==> config.mk <==
export PLATFORM = sky130hd
export DESIGN_NAME = instr_fetch_unit
export DESIGN_NICKNAME = d
export VERILOG_FILES = /design/src/rtl/instr_fetch_unit.sv
export SDC_FILE = /design/constraint.sdc
export NUM_CORES = 1
export LEC_CHECK = 0
export ABC_CLOCK_PERIOD_IN_PS = 3600
export BUFFER_PORTS_ARGS = -buffer_cell sky130_fd_sc_hd__buf_4
export CELL_PAD_IN_SITES_DETAIL_PLACEMENT = 1
export CELL_PAD_IN_SITES_GLOBAL_PLACEMENT = 1
export CORE_MARGIN = 4
export CORE_UTILIZATION = 33
export CTS_BUF_LIST = sky130_fd_sc_hd__clkbuf_8
export CTS_CLUSTER_SIZE = 25
export DETAILED_ROUTE_END_ITERATION = 10
export PLACE_DENSITY = 0.65
export SLEW_MARGIN = 10
export SYNTH_ARGS = -nofsm -noshare
export SYNTH_HDL_FRONTEND = slang
export SYNTH_SLANG_ARGS = --single-unit
==> constraint.sdc <==
create_clock -name clk -period 3.6 [get_ports clk]
set_input_delay 0.18 -clock clk [delete_from_list [all_inputs] [get_ports clk]]
set_output_delay 0.18 -clock clk [all_outputs]
set_load 0.03 [all_outputs]
==> src/rtl/instr_fetch_unit.sv <==
// Instruction fetch unit: drives the word index, buffers {instr, pc} in a 2-entry FIFO toward decode.
// Optional bounds check / HALT state enabled by defining IFU_BOUNDS_CHECK_EN.
module instr_fetch_unit #(
  parameter logic [31:0] RESET_PC  = 32'd0,
  parameter logic [31:0] PC_STEP   = 32'd1,
  parameter int unsigned MEM_DEPTH = 7
) (
  input  logic        clk,
  input  logic        reset,
  output logic [31:0] PC,
  input  logic [31:0] instruction_code,
  input  logic        redirect_valid,
  input  logic [31:0] redirect_pc,
  output logic        out_valid,
  input  logic        out_ready,
  output logic [31:0] out_instr,
  output logic [31:0] out_pc,
  output logic        halted
);

  localparam int unsigned XLEN     = 32;
  localparam int unsigned CNT_W    = 2;
  localparam logic [XLEN-1:0] LAST_IDX = XLEN'(MEM_DEPTH - 1);

  typedef enum logic {ST_RUN, ST_HALT} state_e;

  state_e           state_q;
  logic [XLEN-1:0]  pc_q;
  logic [CNT_W-1:0] cnt_q;
  logic [XLEN-1:0]  head_instr_q, head_pc_q, tail_instr_q, tail_pc_q;
  logic             out_valid_q;

  logic             pop_c, cap_c, push_c;
  logic [XLEN-1:0]  pc_next_c;
  logic [CNT_W-1:0] cnt_pop_c, cnt_d;
`ifdef IFU_BOUNDS_CHECK_EN
  logic             halted_q;
  logic             oob_c;
`endif

  // Handshake, capture eligibility and occupancy update
  always_comb begin
    pop_c     = out_valid_q & out_ready;
    cap_c     = (state_q == ST_RUN) && !redirect_valid && ((cnt_q != CNT_W'(2)) || pop_c);
`ifdef IFU_BOUNDS_CHECK_EN
    oob_c     = (pc_q >= XLEN'(MEM_DEPTH));
    push_c    = cap_c && !oob_c;
    pc_next_c = pc_q + PC_STEP;
`else
    push_c    = cap_c;
    pc_next_c = (pc_q == LAST_IDX) ? RESET_PC : pc_q + PC_STEP;
`endif
    cnt_pop_c = cnt_q - CNT_W'(pop_c);
    cnt_d     = cnt_pop_c + CNT_W'(push_c);
  end

  always_ff @(posedge clk) begin
    if (reset) begin
      state_q      <= ST_RUN;
      pc_q         <= RESET_PC;
      cnt_q        <= '0;
      head_instr_q <= '0;
      head_pc_q    <= '0;
      tail_instr_q <= '0;
      tail_pc_q    <= '0;
      out_valid_q  <= 1'b0;
`ifdef IFU_BOUNDS_CHECK_EN
      halted_q     <= 1'b0;
`endif
    end else if (redirect_valid) begin
      // Flush: any same-cycle pop has already been accepted by decode
      state_q     <= ST_RUN;
      pc_q        <= redirect_pc;
      cnt_q       <= '0;
      out_valid_q <= 1'b0;
`ifdef IFU_BOUNDS_CHECK_EN
      halted_q    <= 1'b0;
`endif
    end else begin
      if (pop_c) begin
        head_instr_q <= tail_instr_q;
        head_pc_q    <= tail_pc_q;
      end
      // Push lands in the first free slot after this cycle's pop
      if (push_c) begin
        pc_q <= pc_next_c;
        if (cnt_pop_c == '0) begin
          head_instr_q <= instruction_code;
          head_pc_q    <= pc_q;
        end else begin
          tail_instr_q <= instruction_code;
          tail_pc_q    <= pc_q;
        end
      end
      cnt_q       <= cnt_d;
      out_valid_q <= (cnt_d != '0);
`ifdef IFU_BOUNDS_CHECK_EN
      case (state_q)
        ST_RUN: begin
          if (cap_c && oob_c) begin
            state_q  <= ST_HALT;
            halted_q <= 1'b1;
          end
        end
        ST_HALT: state_q <= ST_HALT;
        default: state_q <= ST_RUN;
      endcase
`else
      state_q <= ST_RUN;
`endif
    end
  end

  assign PC        = pc_q;
  assign out_valid = out_valid_q;
  assign out_instr = head_instr_q;
  assign out_pc    = head_pc_q;
`ifdef IFU_BOUNDS_CHECK_EN
  assign halted    = halted_q;
`else
  assign halted    = 1'b0;
`endif

endmodule

==> out/qor.txt, run 1 <==
Max cap viols: 0
Max-slew violation count: 0
Crit-path cells: nand4_1 > or4_1 > or4_1 > a41o_1 > a21o_1
Crit end category: flip-flop
Final period util: 0.742
Yosys cell types: 42
Synth warn: 0
Worst skew pair latency: 0.46 ns
Ys async rst share: 0
Vias: 7,074
Startpoint class of the critical path: flip-flop
Htree depth: 4
Largest net degree at the start of global routing: 53
Initial antenna violation count: 0
Dpl hpwl: 16.8 mm
DR iter-0 viols: 331
F_max: 374 MHz
EDFF count, synth: 0
Vias in the first global route: 7,206
Reg clk slew, reported paths: 0.09 ns
Synth Register Bits: 163
Max IR drop VDD: 0.214 mV
FP Rows: 54
P_leak: 4.02 nW
Main area contributors after synthesis: dfxtp_1 (44%), mux2i_1 (8.5%), nand2_1 (8.3%)
Root Buffer: clkbuf_8
Most frequent cells after synthesis: nand2_1 (165), dfxtp_1 (163), a21oi_1 (73), nor2_1 (73), clkbuf_1 (65)
Most frequent cell after synthesis: nand2_1
Crit path from: PC[18]$_SDFFE_PP0P_
Drt total wl: 25.2 mm
Area share of the largest cell type after synthesis: 0.439
Dpl cell area: 8880 µm²
Buf/Inv on CP: 0
Worst Hold Depth: 4
I/O pin cnt: 166
# clock sinks: 163
Post-synth net total: 975
Final Wtd Congestion: 0.796
Min cycle time layout: 2.67 ns
Slowest CP cell: or4_1
N_diodes: 0
CTS buffer count: 17
Clock Tree Buf Depth: 2
Vias per inst: 5.16
Worst Setup Path Type: flip-flop to flip-flop
Outcome: complete, no violations
Setup tns final: 0 ns
WHS Endpoint: PC[31]$_SDFFE_PP0P_
Number of buffers added on ports: 164
Area Growth Syn to Fin: 32.2%
Top FF cell, synth: dfxtp_1
Worst path arrival time: 3.02 ns
Most common cell type on the critical path: or4_1
Post-route ant nets: 0
Reg-to-reg setup timing slack: 0.93 ns
Hold Crit Class: primary input to flip-flop
HP Start: redirect_pc[31]
Wire length per cell: 18.3 µm
Worst hold slack: 0.0416 ns
First-pass GRT wire length: 40.1 mm
R2r startpoint: PC[18]$_SDFFE_PP0P_
Critical Path Max Stage Delay: 0.73 ns
Final #Nets: 1,151
CTS resizes: 0
Post-layout util: 0.447
Mapped Area: 7430 µm²
Crit-path leading delay family: simple AND/OR/NAND/NOR gates
Cells after Synth: 903
Die Y-Extent: 158 µm
Skew final: 0.0133 ns
Multi-input gate area: 3820 µm²
Final instance area: 9820 µm²
Initial Util: 0.338
DRC: 0
CTS tree: done
Final Hold Vio Count: 0
Post-synthesis sequential area ratio: 0.439
Remaining Overflow, GRT: 0
Worst-Margin Slew: 0.960 ns
Final setup viols: 0
Die X: 158 µm
CP required: 3.95 ns
RSZ-0062 raised after global routing: no
Drt pass-1 iters: 4
GRT Total Usage: 0.202
Core Area: 22,000 µm²
FF/Latch Area: 3260 µm²
FILL cells: 2,595
Share of cells above drive strength 1: 0.254
Syn avg cell area: 8.22 µm²
PwrDens: 496 nW/µm²
Die area: 25,000 µm²
Crit-path max FO: 11
Worst Reg-to-Reg Cells: 5
Critical R2R Capture: PC[31]$_SDFFE_PP0P_
Slew Limit Headroom: 0.355
Top cell type by total area after synthesis: dfxtp_1
## state kept, by name, summed over array words and instances, names as in the netlist
| name | count |
|---|---|
| out_pc | 32 |
| tail_instr_q | 32 |
| PC | 32 |
| tail_pc_q | 32 |
| out_valid | 1 |
| cnt_q | 2 |
| out_instr | 32 |
## metal layers
metal  global-route usage  vias to the layer above  share of wire
met1                0.279                     3438           0.49
met4               0.0394                        0         0.0057
met3               0.0377                        9          0.036
met2                0.333                      144           0.47
li1                     -                     3483              -
met5                    0                        -              0
## worst reg2reg max path: cells and delay by family (launching register included)
| kind | cells | cell delay (ns) |
|---|---|---|
| simple gates | 3 | 1.62 |
| flops | 1 | 0.53 |
| compound gates | 2 | 0.43 |
## stage by stage
step | worst slack (ns) | power (mW) | std cells
detailed placement | 0.972 | 3.52 | 1286
global placement | 1.05 | 3.50 | 1286
floorplan | 0.938 | 3.00 | 903
global route | 0.776 | 5.14 | 1372
finish | 0.928 | 4.87 | 1372
CTS | 0.950 | 4.94 | 1372
## cell type report
type | count | share of cell area
well taps | 280 | 0.0357
repair buffers | 237 | 0.198
clock buffers | 19 | 0.0266
flip-flops and latches | 163 | 0.332
multi-input cells | 649 | 0.390
clock inverters | 13 | 0.0138
inverters | 11 | 0.00421
## cell usage in the layout (no fill, tap or decap), drive strengths merged, types with 2 or more instances in the layout
master,synthesis,final
buf,13,183
nand2,165,165
dfxtp,163,163
a21oi,73,73
nor2,73,73
mux2i,63,63
a211oi,60,60
dlygate4sd3,0,54
or2,51,51
o21ai,22,22
clkbuf,67,19
xnor2,18,18
nor4,15,15
nand4,12,12
nor3,12,12
inv,10,12
nand3,11,11
or4,11,11
o22ai,11,11
a21o,8,8
a22oi,8,8
o31ai,7,7
clkinv,1,6
o221a,5,5
xor2,4,4
ha,4,4
clkinvlp,0,4
and2,4,4
bufinv,0,2
## kinds of logic (layout without fill, tap and decap cells)
family / Yosys count / in the layout / synth area share
mux: 64 / 64 / 0.0864
fa+ha+maj: 4 / 4 / 0.00674
other cells: 1 / 1 / 0.000505
buf+inv: 91 / 280 / 0.0489
flops: 163 / 163 / 0.439
compound gates: 199 / 199 / 0.171
xor+xnor: 22 / 22 / 0.0259
simple gates: 359 / 359 / 0.221
## where the power goes
part / switching [mW] / total, mW / leakage [nW] / internal, mW
Sequential: 0.149 / 2.14 / 1.34 / 1.99
Combinational: 0.825 / 1.38 / 2.49 / 0.552
Clock: 0.709 / 1.36 / 0.195 / 0.651
Total: 1.68 / 4.87 / 4.02 / 3.19
## how the worst max path moves through the flow
stage / endpoint / slack, ns / depth (start not counted)
floorplan: out_instr[22]$_SDFFE_PP0N_ / 0.94 / 12
global placement: PC[31]$_SDFFE_PP0P_ / 1.05 / 5
detailed placement: PC[31]$_SDFFE_PP0P_ / 0.97 / 5
CTS: PC[31]$_SDFFE_PP0P_ / 0.95 / 5
global route: PC[31]$_SDFFE_PP0P_ / 0.78 / 5
finish: PC[31]$_SDFFE_PP0P_ / 0.93 / 5
## what timing repair did
action / 4_1_cts / 5_1_grt
hold buffers: 54 / 0
setup buffers: 0 / 0
hold endpoints to repair: 63 / 0
(Power assumes the default switching activity.)
==> run 2, diff against run 1 <==
Settings changed: ABC_CLOCK_PERIOD_IN_PS 3600 to 2200, PLACE_DENSITY 0.65 to 0.68.
Clock period 3.6 ns to 2.2 ns, I/O delays scaled along.
==> out/qor.txt, run 2 (synthesis results as in run 1) <==
Root Buffer: clkbuf_8
Max-slew violation count: 0
Buf/Inv on CP: 3
Area Growth Syn to Fin: 40.6%
DRC: 0
Wire length per cell: 18.1 µm
Worst hold slack: 0.0919 ns
Crit-path leading delay family: simple AND/OR/NAND/NOR gates
Share of cells above drive strength 1: 0.308
Drt pass-1 iters: 4
Setup tns final: 0 ns
Number of buffers added on ports: 164
Sw Ratio: 0.343
Final Wtd Congestion: 0.817
Crit path from: out_valid$_SDFF_PP0_
CP endpoint: out_pc[7]$_SDFFE_PP0N_
Skew final: 0.0185 ns
Post-layout util: 0.475
Int Pwr: 5.34 mW
Initial Util: 0.338
Most frequent cells in the layout: buf_4 (225), nand2_1 (163), dfxtp_1 (145), nor2_1 (73), a21oi_1 (72)
Core Area: 22,000 µm²
Combinational share of power: 0.307
Die X: 158 µm
Vias in the first global route: 7,442
Worst-Margin Slew: 0.663 ns
Net switching power: 2.79 mW
Outcome: complete, no violations
Critical R2R Capture: out_pc[7]$_SDFFE_PP0N_
Hold Crit Class: primary input to flip-flop
Crit end category: flip-flop
Drt total wl: 25.9 mm
I/O pin cnt: 166
N_diodes: 0
Clock Tree Buf Depth: 2
Htree depth: 4
Vias: 7,431
P_leak: 4.37 nW
RSZ-0062 raised after global routing: yes
Slowest CP cell: or3_4
Most common cell type on the critical path: buf_4
Dpl cell area: 9290 µm²
Initial antenna violation count: 0
DR iter-0 viols: 296
Final instance area: 10,400 µm²
Critical Path Max Stage Delay: 0.46 ns
Register share of total power: 0.423
Worst skew pair latency: 0.47 ns
PwrDens: 778 nW/µm²
FILL cells: 2,567
Die area: 25,000 µm²
Die Y-Extent: 158 µm
Slew Limit Headroom: 0.555
First-pass GRT wire length: 40.5 mm
Critical Path Stages: 10
Min cycle time layout: 2.12 ns
Final #Nets: 1,212
Worst path arrival time: 2.48 ns
Crit-path cells: nand2_4 > inv_1 > ha_2 > and2_1 > a21oi_2 > or3_4 > buf_4 > buf_4 > mux2i_1 > o221a_2
# clock sinks: 163
CTS tree: done
Final setup viols: 0
GRT Total Usage: 0.205
F_max: 471 MHz
Max cap viols: 0
R2r startpoint: out_valid$_SDFF_PP0_
Worst Setup Path Type: flip-flop to flip-flop
Reg clk slew, reported paths: 0.08 ns
Remaining Overflow, GRT: 0
FP Rows: 54
Dpl hpwl: 17.1 mm
Crit-path max FO: 6
CP required: 2.55 ns
Largest net degree at the start of global routing: 65
CTS buffer count: 17
Max IR drop VDD: 0.433 mV
Final Hold Vio Count: 0
Final period util: 0.966
Power consumption: 8.13 mW
Clock network fraction of design power: 0.270
Reg-to-reg setup timing slack: 0.08 ns
Post-route ant nets: 0
Vias per inst: 5.19
Startpoint class of the critical path: flip-flop
Worst Reg-to-Reg Cells: 10
Commonest non-fill, non-tap cell in the layout: buf_4
[run 2: changes by cell type in the layout (fill, tap and decap cells not counted), moves of 3 or more]
cell,before,now
buf_4,181,225
dfxtp_1,163,145
dlygate4sd3_1,54,65
dfxtp_4,0,10
dfxtp_2,0,8
buf_12,2,5
clkinvlp_4,4,1
nor4_1,15,12
nor4_2,0,3
or4_1,11,8
or4_4,0,3
[run 2: power by group through the flow]
stage / registers [mW] / logic, mW / clock network (mW)
after detailed placement: 3.51 / 2.37 / 0
after global routing: 3.48 / 2.70 / 2.39
final: 3.44 / 2.50 / 2.19
after global placement: 3.50 / 2.34 / 0
after floorplan: 3.92 / 1.02 / 0
after CTS: 3.44 / 2.47 / 2.27
[run 2: final cells by class]
type / count / area, µm² / share of cell area
multi-input combinational: 650 / 3900 / 0.373
inverter: 11 / 41.3 / 0.00396
clock buffer: 19 / 262 / 0.0251
sequential: 163 / 3310 / 0.317
tap: 280 / 350 / 0.0336
timing repair buffer: 297 / 2460 / 0.236
clock inverter: 12 / 115 / 0.0110
[run 2: repair_timing]
| action | CTS | global route |
|---|---|---|
| endpoints found under the hold margin | 103 | 0 |
| resized for setup | 0 | 18 |
| hold buffers | 65 | 0 |
| setup buffers | 0 | 6 |
| endpoints found under the setup margin | 0 | 55 |
[run 2: worst register-to-register path, cell delays in order, from the launching register on]
cell     delay, ns
dfxtp_4       0.38
nand2_4       0.05
inv_1         0.05
ha_2          0.19
and2_1        0.16
a21oi_2       0.09
or3_4         0.46
buf_4         0.17
buf_4         0.12
mux2i_1       0.11
o221a_2       0.24
[run 2: how the worst min path moves through the flow]
stage                         start                  end  slack, ns  cells past startpoint
detailed placement   redirect_pc[7]   PC[7]$_SDFFE_PP0P_       0.32                      3
global placement     redirect_pc[7]   PC[7]$_SDFFE_PP0P_       0.31                      3
floorplan           redirect_pc[12]  PC[12]$_SDFFE_PP0P_       0.22                      2
finish               redirect_valid  cnt_q[1]$_SDFF_PP0_       0.09                      2
global route         redirect_valid  cnt_q[1]$_SDFF_PP0_       0.08                      2
CTS                  redirect_valid  cnt_q[1]$_SDFF_PP0_       0.05                      2
[run 2: metrics by stage]
step                      instances  setup WS (ns)
after floorplan                 903        0.00581
after global placement         1329         0.0690
after detailed placement       1329         0.0190
after CTS                      1425        0.00708
after global routing           1432        -0.0362
final                          1432         0.0758
[run 2: metal layers]
metal	vias to the layer above	global-route usage	routed length, µm
met5	-	0	0
met4	0	0.0552	379
met3	30	0.0364	1020
met2	150	0.336	12000
met1	3643	0.278	12400
li1	3608	-	-
==> run 3, diff against run 2 <==
Settings changed: CELL_PAD_IN_SITES_DETAIL_PLACEMENT 1 to 0.
==> out/qor.txt, run 3 (synthesis results as in run 1) <==
Post-route ant nets: 0
Max-slew violation count: 0
N_diodes: 0
Remaining Overflow, GRT: 0
Commonest non-fill, non-tap cell in the layout: buf_4
GRT Total Usage: 0.192
Slew Limit Headroom: 0.309
First-pass GRT wire length: 37.8 mm
I/O pin cnt: 166
# clock sinks: 163
Hold Crit Class: primary input to flip-flop
P_leak: 4.35 nW
Final period util: 0.998
Root Buffer: clkbuf_8
Number of buffers added on ports: 164
Reg-to-reg setup timing slack: 0.005 ns
Largest net degree at the start of global routing: 65
Power consumption: 8.15 mW
Max cap viols: 0
Clock network fraction of design power: 0.279
Final Hold Vio Count: 0
Int Pwr: 5.32 mW
Sw Ratio: 0.348
Final Wtd Congestion: 0.817
Vias in the first global route: 6,869
PwrDens: 783 nW/µm²
Combinational share of power: 0.300
FILL cells: 2,179
Drt pass-1 iters: 5
Die Y-Extent: 158 µm
Htree depth: 4
Vias per inst: 5.03
Post-route setup slack: 0.00549 ns
Outcome: complete, no violations
Setup tns final: 0 ns
DR iter-0 viols: 386
Core Area: 22,000 µm²
Register share of total power: 0.421
Initial Util: 0.338
Share of cells above drive strength 1: 0.304
Skew final: 0.0158 ns
Crit end category: flip-flop
Die X: 158 µm
Wire length per cell: 17.0 µm
Final instance area: 10,400 µm²
Net switching power: 2.83 mW
Area Growth Syn to Fin: 40.2%
Dpl hpwl: 16.1 mm
Final setup viols: 0
Clock Tree Buf Depth: 2
Initial antenna violation count: 0
CTS tree: done
Vias: 7,202
F_max: 456 MHz
Worst skew pair latency: 0.45 ns
Worst-Margin Slew: 1.03 ns
Place WS: 0.0409 ns
Reg clk slew, reported paths: 0.10 ns
Startpoint class of the critical path: flip-flop
CP required: 2.54 ns
Worst path arrival time: 2.53 ns
Crit-path max FO: 3
Worst Setup Path Type: flip-flop to flip-flop
Max IR drop VDD: 0.457 mV
Drt total wl: 24.3 mm
Most frequent cells in the layout: buf_4 (227), nand2_1 (163), dfxtp_1 (146), a21oi_1 (73), nor2_1 (73)
Final #Nets: 1,211
Die area: 25,000 µm²
Dpl cell area: 9290 µm²
Min cycle time layout: 2.19 ns
CTS buffer count: 17
FP Rows: 54
DRC: 0
## run 3: through the flow
step / utilization / std cells / hold WS [ns]
after floorplan: - / 903 / 0.218
final: 0.474 / 1432 / 0.0965
after global routing: 0.474 / 1432 / 0.0681
after global placement: 0.423 / 1329 / 0.311
after CTS: 0.471 / 1426 / 0.0521
after detailed placement: 0.423 / 1329 / 0.317
## run 3: metal layers
| layer | global-route usage | routed length, µm | up-vias |
|---|---|---|---|
| met3 | 0.0416 | 1210 | 19 |
| met4 | 0.0475 | 303 | 0 |
| li1 | - | - | 3616 |
| met1 | 0.271 | 11800 | 3384 |
| met5 | 0 | 0 | - |
| met2 | 0.299 | 11000 | 183 |
## run 3: critical path: stages, from the launching register on
cell,delay (ns)
dfxtp_2,0.34
nand4_1,0.21
or4_4,0.60
or4_4,0.53
a41o_1,0.25
a21o_1,0.17
## run 3: power by group through the flow
stage / sequential, mW / clock [mW] / combinational, mW
2_1_floorplan: 3.92 / 0 / 1.02
3_3_place_gp: 3.50 / 0 / 2.34
3_5_place_dp: 3.50 / 0 / 2.35
4_1_cts: 3.44 / 2.36 / 2.45
5_1_grt: 3.48 / 2.50 / 2.64
6_report: 3.43 / 2.28 / 2.44
## run 3: layout make-up
type / count / area (µm²) / share of cell area
clock buffer: 17 / 234 / 0.0225
multi-input combinational: 649 / 3860 / 0.370
sequential: 163 / 3310 / 0.318
inverter: 11 / 41.3 / 0.00397
tap: 280 / 350 / 0.0336
clock inverter: 15 / 168 / 0.0161
timing repair buffer: 297 / 2450 / 0.236
## run 3: final timing paths
| path | start | to | depth (start not counted) |
|---|---|---|---|
| max | PC[5]$_SDFFE_PP0P_ | PC[31]$_SDFFE_PP0P_ | 5 |
| min | redirect_valid | cnt_q[1]$_SDFF_PP0_ | 2 |
| max reg2reg | PC[5]$_SDFFE_PP0P_ | PC[31]$_SDFFE_PP0P_ | 5 |
| min reg2reg | tail_pc_q[25]$_SDFFE_PP0P_ | tail_pc_q[25]$_SDFFE_PP0P_ | 2 |
## run 3: repair_timing
action,CTS,global route
resized for setup,0,6
setup buffers,0,6
hold buffers,65,0
setup endpoints to repair,0,36
endpoints found under the hold margin,103,0
